===== config.mk =====
export PLATFORM = sky130hd
export DESIGN_NAME = uart_tx_sched
export DESIGN_NICKNAME = d
export VERILOG_FILES = /design/src/rtl/uart_tx_sched.sv
export SDC_FILE = /design/constraint.sdc
export NUM_CORES = 1
export LEC_CHECK = 0
export ABC_AREA = 1
export BUFFER_PORTS_ARGS = -buffer_cell sky130_fd_sc_hd__buf_2
export CAP_MARGIN = 20
export CORE_MARGIN = 3
export CORE_UTILIZATION = 49
export DETAILED_ROUTE_END_ITERATION = 7
export PLACE_DENSITY = 0.74
export SLEW_MARGIN = 20
export SYNTH_ARGS = -nofsm -noshare
export SYNTH_HDL_FRONTEND = slang
export SYNTH_SLANG_ARGS = --single-unit
export TNS_END_PERCENT = 1

===== constraint.sdc =====
create_clock -name clk -period 1.6 [get_ports clk]
set_input_delay 0.4 -clock clk [delete_from_list [all_inputs] [get_ports clk]]
set_output_delay 0.4 -clock clk [all_outputs]
set_load 0.03 [all_outputs]

===== src/rtl/uart_tx_sched.sv =====
// Two-requester round-robin UART transmitter: arbitrates in IDLE and sends
// one 8N1-style frame per accepted byte, with bit timing taken from s_tick.
module uart_tx_sched #(
  parameter int DBIT    = 8,
  parameter int OS      = 16,
  parameter int SB_TICK = 16
) (
  input  logic            clk,
  input  logic            rst,
  input  logic            s_tick,
  input  logic            req0_valid,
  input  logic [DBIT-1:0] req0_data,
  output logic            req0_ready,
  input  logic            req1_valid,
  input  logic [DBIT-1:0] req1_data,
  output logic            req1_ready,
  output logic            tx,
  output logic            busy,
  output logic            grant_id
);

  localparam int TMAX = (OS > SB_TICK) ? OS : SB_TICK;
  localparam int CW   = (TMAX > 1) ? $clog2(TMAX) : 1;
  localparam int BW   = $clog2(DBIT + 1);
  localparam logic [CW-1:0] OS_LAST  = CW'(OS - 1);
  localparam logic [CW-1:0] SB_LAST  = CW'(SB_TICK - 1);
  localparam logic [BW-1:0] BIT_LAST = BW'(DBIT - 1);

  typedef enum logic [1:0] {IDLE, START, DATA, STOP} state_t;

  state_t          state;
  logic [CW-1:0]   tick_cnt;
  logic [BW-1:0]   bit_idx;
  logic [DBIT-1:0] shift;
  logic            last_grant;
  logic            gnt_any;
  logic            gnt_id;

  // Round-robin pick: on contention the requester that did not win last time goes
  always_comb begin
    gnt_any = 1'b0;
    gnt_id  = 1'b0;
    if (state == IDLE) begin
      if (req0_valid && req1_valid) begin
        gnt_any = 1'b1;
        gnt_id  = ~last_grant;
      end else if (req0_valid) begin
        gnt_any = 1'b1;
        gnt_id  = 1'b0;
      end else if (req1_valid) begin
        gnt_any = 1'b1;
        gnt_id  = 1'b1;
      end else begin
        gnt_any = 1'b0;
        gnt_id  = 1'b0;
      end
    end else begin
      gnt_any = 1'b0;
      gnt_id  = 1'b0;
    end
  end

  assign req0_ready = gnt_any & ~gnt_id;
  assign req1_ready = gnt_any & gnt_id;

  // Frame sequencer; accept starts the start bit immediately, ticks pace the rest
  always_ff @(posedge clk) begin
    if (rst) begin
      state      <= IDLE;
      tick_cnt   <= '0;
      bit_idx    <= '0;
      shift      <= '0;
      last_grant <= 1'b1;
      grant_id   <= 1'b0;
      tx         <= 1'b1;
      busy       <= 1'b0;
    end else begin
      case (state)
        IDLE: begin
          if (gnt_any) begin
            shift      <= gnt_id ? req1_data : req0_data;
            grant_id   <= gnt_id;
            last_grant <= gnt_id;
            tick_cnt   <= '0;
            bit_idx    <= '0;
            tx         <= 1'b0;
            busy       <= 1'b1;
            state      <= START;
          end
        end
        START: begin
          if (s_tick) begin
            if (tick_cnt == OS_LAST) begin
              tick_cnt <= '0;
              bit_idx  <= '0;
              tx       <= shift[0];
              state    <= DATA;
            end else begin
              tick_cnt <= tick_cnt + CW'(1);
            end
          end
        end
        DATA: begin
          if (s_tick) begin
            if (tick_cnt == OS_LAST) begin
              tick_cnt <= '0;
              if (bit_idx == BIT_LAST) begin
                tx    <= 1'b1;
                state <= STOP;
              end else begin
                shift   <= shift >> 1;
                tx      <= shift[1];
                bit_idx <= bit_idx + BW'(1);
              end
            end else begin
              tick_cnt <= tick_cnt + CW'(1);
            end
          end
        end
        STOP: begin
          if (s_tick) begin
            if (tick_cnt == SB_LAST) begin
              tick_cnt <= '0;
              busy     <= 1'b0;
              state    <= IDLE;
            end else begin
              tick_cnt <= tick_cnt + CW'(1);
            end
          end
        end
        default: begin
          state    <= IDLE;
          tick_cnt <= '0;
          bit_idx  <= '0;
          tx       <= 1'b1;
          busy     <= 1'b0;
        end
      endcase
    end
  end

endmodule


; ---- After elaboration in Yosys (flattened, before gate mapping)
; Index checks and enable logic that the tools add are counted.
[totals]
word_cells = 85
mem_bits_ro = 0
output_inout_bits = 5
latchBits = 0
input_bits = 21
mem_count = 0
regBits = 22
mem_bits_rw = 0
[op_classes]
reduce_logical = 13
div_mod_pow = 0
order_cmp = 0
n_eq_ne = 15
muxes = 43
n_shift = 0
n_mul = 0
add_sub_neg = 2
bitwise_logic = 4
[ops]
columns = cell, count
row1 = two-way mux 8 bit, 5
row2 = two-way mux 4 bit, 8
row3 = "inequality test 2 bit, second input constant", 9
row4 = two-way mux 1 bit, 16
row5 = two-way mux 2 bit, 8
row6 = one-hot mux 8 bit (2 select lines), 1
row7 = one-hot mux 4 bit (3 select lines), 1
row8 = "adder 4 x 1 -> 4 bit, second input constant", 2
row9 = one-hot mux 2 bit (4 select lines), 1
row10 = one-hot mux 4 bit (2 select lines), 1
row11 = AND reduction 8 bit, 1
row12 = AND reduction 7 bit, 1
row13 = AND reduction 6 bit, 1
row14 = AND reduction 5 bit, 1
row15 = "equality test 2 bit, second input constant", 2
row16 = "equality test 4 x 3 -> 1 bit, second input constant", 1
row17 = "equality test 4 bit, second input constant", 1
row18 = AND reduction 2 bit, 2
row19 = AND reduction 4 bit, 1
row20 = nonzero test 2 bit, 2
row21 = one-hot mux 1 bit (3 select lines), 1
row22 = nonzero test 3 bit, 1
row23 = OR reduction 3 bit, 1
row24 = bitwise AND 1 bit, 2
row25 = 6 further kinds, 7

; ---- Longest topological paths before layout
[logic_depth]
ltp_word = 7
mapped_depth = 11
ltp_nobuf = 10

; ---- Least setup slack after synthesis
; Ideal clock, no wire load.
[synth_path]
path_kind = register to output
start = register state[0]
end = output req0_ready
required_time_ps = 1200
slack_ps = -219
arrival_time_ps = 1419
stages_incl_launch_ff = 6
path_buffers = 0
path_cell_list = dfxtp_1 > inv_1 > ha_1 > nand3_1 > inv_2 > nor2_1
[synth_via]
elab_chain_cells = 4
word_cells_on_any_way = 5
classes_between = mux (2) / bitwise (2) / reduce/logical (1)
[synth_rtl]
columns = item, line
row1 = from (decl), 31  ; state_t state;
row2 = from (signal assigned), 69  ; state <= IDLE;
row3 = from (signal assigned), 88  ; state <= START;
row4 = from (signal assigned), 97  ; state <= DATA;
row5 = logical NOT 2 bit (*), 43  ; if (state == IDLE) begin
row6 = two-way mux 1 bit, 43
row7 = inverter 1 bit, 63  ; assign req0_ready = gnt_any & ~gnt_id;
row8 = bitwise AND 1 bit (*), 63
row9 = to (decl), 13  ; output logic req0_ready,
; Mark *: on every way between the ends. The rest lies on a longest branch, timed or not.

; ---- Worst setup path after layout
[layout_path]
start = register state[1]
end = register shift[5]
[layout_via]
elab_chain_cells = 5
word_cells_on_any_way = 13
classes_between = eq/ne (5) / mux (5) / reduce/logical (3)
[layout_rtl]
columns = item, line
row1 = logical NOT 2 bit, "43, 78"
row2 = two-way mux 1 bit, 43
row3 = two-way mux 8 bit, 81  ; shift <= gnt_id ? req1_data : req0_data;
row4 = two-way mux 8 bit, 80  ; if (gnt_any) begin
row5 = one-hot mux 8 bit (2 select lines), 78  ; case (state)
row6 = to (signal assigned), 81
row7 = to (signal assigned), 111  ; shift <= shift >> 1;
row8 = to (decl), 34  ; logic [DBIT-1:0] shift;
; Several ways; a longest one is shown, not always the timed one. The select of a mux whose other input is x is not followed.
; A chain may end at the register's enable or synchronous reset.

==> metrics.md <==
| Metric | Value |
|---|---|
| Slew Limit Fails | 0 |
| Initial antenna violation count | 0 |
| Slew @ Worst Pin | around 290 ps |
| Peak supply drop | 0.001320 V |
| DRC violations left | 0 |
| Initial DRC Count | 71 |
| WP data required | ~1800 ps |
| CTS Buf Count | 3 |
| Worst setup SP type | flip-flop |
| Power per cell area | around 1900 mW/mm^2 |
| Worst setup margin | -54.18 ps |
| Mapped cell area | approximately 0.0014 mm^2 |
| Worst reg2reg setup slack | -50 ps |
| LEAKAGE | ~0.98 nW |
| Crit path DAT | roughly 1900 ps |
| Avg Cell Area, Syn | approximately 6.8 um^2 |
| PnR Total Power | a little under 0.004 W |
| Final Hold Vio Count | 0 |
| FP Rows | 19 |
| Tot GR Track Use | 0.2186 |
| Ratio of cells with drive above 1 in the final layout | 0.4015 |
| CP Class | reg2reg |
| Fillers | about 210 |
| Hold WC Path Type | in2reg |
| Synth Warn # | 0 |
| Seq cells post-synth | 22 |
| First-pass GRT wire length | around 6.1 mm |
| Core area | 0.002781 mm^2 |
| Final nets | slightly above 300 |
| Final ANT Viol Nets | 0 |
| PortBufs | 25 |
| Pre-antenna DRT Iters | 6 |
| Max cap viols | 0 |
| Most frequent CP cell | buf_6 |
| H-tree Lvls | 1 |
| Tmin final | between 1500 and 2000 ps |
| Clock latency at the later pin of the worst-skew pair | 310 ps |
| Total gr overflow | 0 |
| N_diodes | 0 |
| Crit path capture type | flip-flop |
| I/O pin cnt | 26 |
| GP Congestion | slightly below 0.9 |
| RSZ-0062 raised after global routing | yes |
| Setup Viol. Count Final | 10 |
| CTS Buffer Depth | 2 |
| Dpl hpwl | around 2.5 mm |
| Layout area overhead | 41.49% |
| Worst path cell trace | buf_6 -> buf_6 -> ha_4 -> inv_4 -> nor2_4 -> nor2_2 -> nand2_2 -> nor2_8 -> buf_6 -> nand2_1 -> nor2_1 -> nor2_1 |
| Rel. slew slack | 0.8088 |
| Initial Utilization | 0.5182 |
| F_max | around 600 MHz |
| Vias/cell | approximately 5.0 |
| Final wirelength | about 3.7 mm |
| Outcome | finished, violations left |
| CP max-delay cell | dfxtp_2 |
| Clk slew on worst S/H paths | between 100 and 150 ps |
| Die Span Y | about 60 um |
| CP max FO | 6 |
| Die width | approximately 60 um |
| CTS tree | built |
| Tcrit/Tclk final | 1.034 |
| CTS Root Buffer Type | clkbuf_4 |
| Netlist cell types | 27 |
| Largest net degree at the start of global routing | 17 |
| Vias in the first global route | roughly 1400 |
| CTS Hold Bufs | 0 |
| Fin Hold WS | roughly 430 ps |
| Max stage delay on crit path | about 350 ps |
| Post-Synthesis Cells | roughly 210 |
| Sequential area share after synthesis | 0.3056 |
| Failing checks | setup timing |
| Via Count | around 1500 |
| DR WL/cell | around 12 um |
| Clock skew | approximately 5.5 ps |
| Die area | between 0.003 and 0.004 mm^2 |
| TritonCTS Sinks | 22 |
| Syn Nets | 242 |
layer usage:
layer	GRT usage	vias up	share of wire
met2	0.3580	26	0.47
met1	0.3010	671	0.48
li1	-	815	-
met3	0.03240	7	0.030
met5	0	-	0
met4	0.04747	0	0.019
kinds of logic (layout without fill, tap and decap cells):
| group | Yosys count | after routing | share of synthesized area |
|---|---|---|---|
| AO/OA/AOI/OAI | 36 | 36 | 0.1536 |
| buffers and inverters | 25 | 87 | 0.07986 |
| adder cells (fa/ha/maj) | 9 | 9 | 0.07813 |
| XOR/XNOR | 2 | 2 | 0.01215 |
| AND/OR/NAND/NOR | 118 | 118 | 0.3707 |
| flip-flops | 22 | 22 | 0.3056 |
state kept, by name (all words and copies together) (netlist names):
name and count:
state 2, last_grant 1, busy 1, shift 8, bit_idx 4, grant_id 1
tx 1, tick_cnt 4
critical path, delay by kind of cell, from the launching register on:
| family | cells | cell delay (ps) |
|---|---|---|
| simple gates | 7 | 600 |
| fa+ha+maj | 1 | 160 |
| flops | 1 | 350 |
| buf+inv | 4 | 430 |
power by group:
part	switching [W]	internal [W]	leakage, nW
Sequential	0.000118	0.000726	0.182
Combinational	0.00139	0.00131	0.774
Clock	0.000171	0.000139	0.0210
per-stage QoR:
step | util | cells | setup TNS [ps] | setup slack [ps] | cell area, um^2
floorplan | - | 212 | 0 | 1.211 | 1449
detailed placement | 0.6316 | 287 | -222.0 | -51.42 | 1757
global route | 0.7332 | 305 | -1629 | -134.9 | 2039
global placement | 0.6316 | 287 | -20.93 | -17.83 | 1757
CTS | 0.7036 | 302 | -79.99 | -34.28 | 1957
finish | 0.7332 | 305 | -363.8 | -54.18 | 2039
final timing paths:
kind,from,endpoint,depth (start not counted)
worst max-delay path,state[1],shift[5],12
worst min-delay path,rst,tick_cnt[1],2
worst max register to register,state[1],shift[5],12
worst min register to register,tx,tx,2
cells in the mapped netlist (all sizes together):
cell type   n  share of area
nand2      60           0.17
nor2       36           0.11
dfxtp      22           0.31
a21oi      19          0.071
inv        19          0.049
nand3      15          0.061
o21ai      14          0.067
ha          9          0.078
buf         5          0.028
nand4       5          0.022
o211ai      2          0.010
a22oi       1         0.0052
clkbuf      1         0.0026
nor3        1         0.0035
or2         1         0.0043
xnor2       1         0.0061
xor2        1         0.0061
layout by cell type, fill, tap and decap left out, types with 3 or more instances in the layout:
cell      instances
a21oi_1          16
a21oi_2           3
buf_2            23
buf_4            32
buf_6             8
clkbuf_4          3
dfxtp_1          20
ha_1              6
inv_1            14
inv_2             3
nand2_1          53
nand2_2           4
nand2_4           3
nand3_1          13
nand4_1           5
nor2_1           26
nor2_2            6
nor2_4            3
o21ai_0           4
o21ai_2           8
layout make-up:
class                           instances  area [um^2]  share of cell area
Sequential cell                        22        442.9              0.2172
Tap cell                               31        38.79             0.01902
Multi-Input combinational cell        165        979.7              0.4804
Clock buffer                            4        36.28             0.01779
Inverter                               19        76.32             0.03742
Timing Repair Buffer                   64        465.4              0.2282
timing repair:
action                                  4_1_cts  5_1_grt
setup buffers                                11        3
pin swaps                                    13       10
resized for setup                            22       18
gates cloned                                  0        0
endpoints found under the setup margin       13       20
No activity file was read; power rests on OpenSTA's default activity.
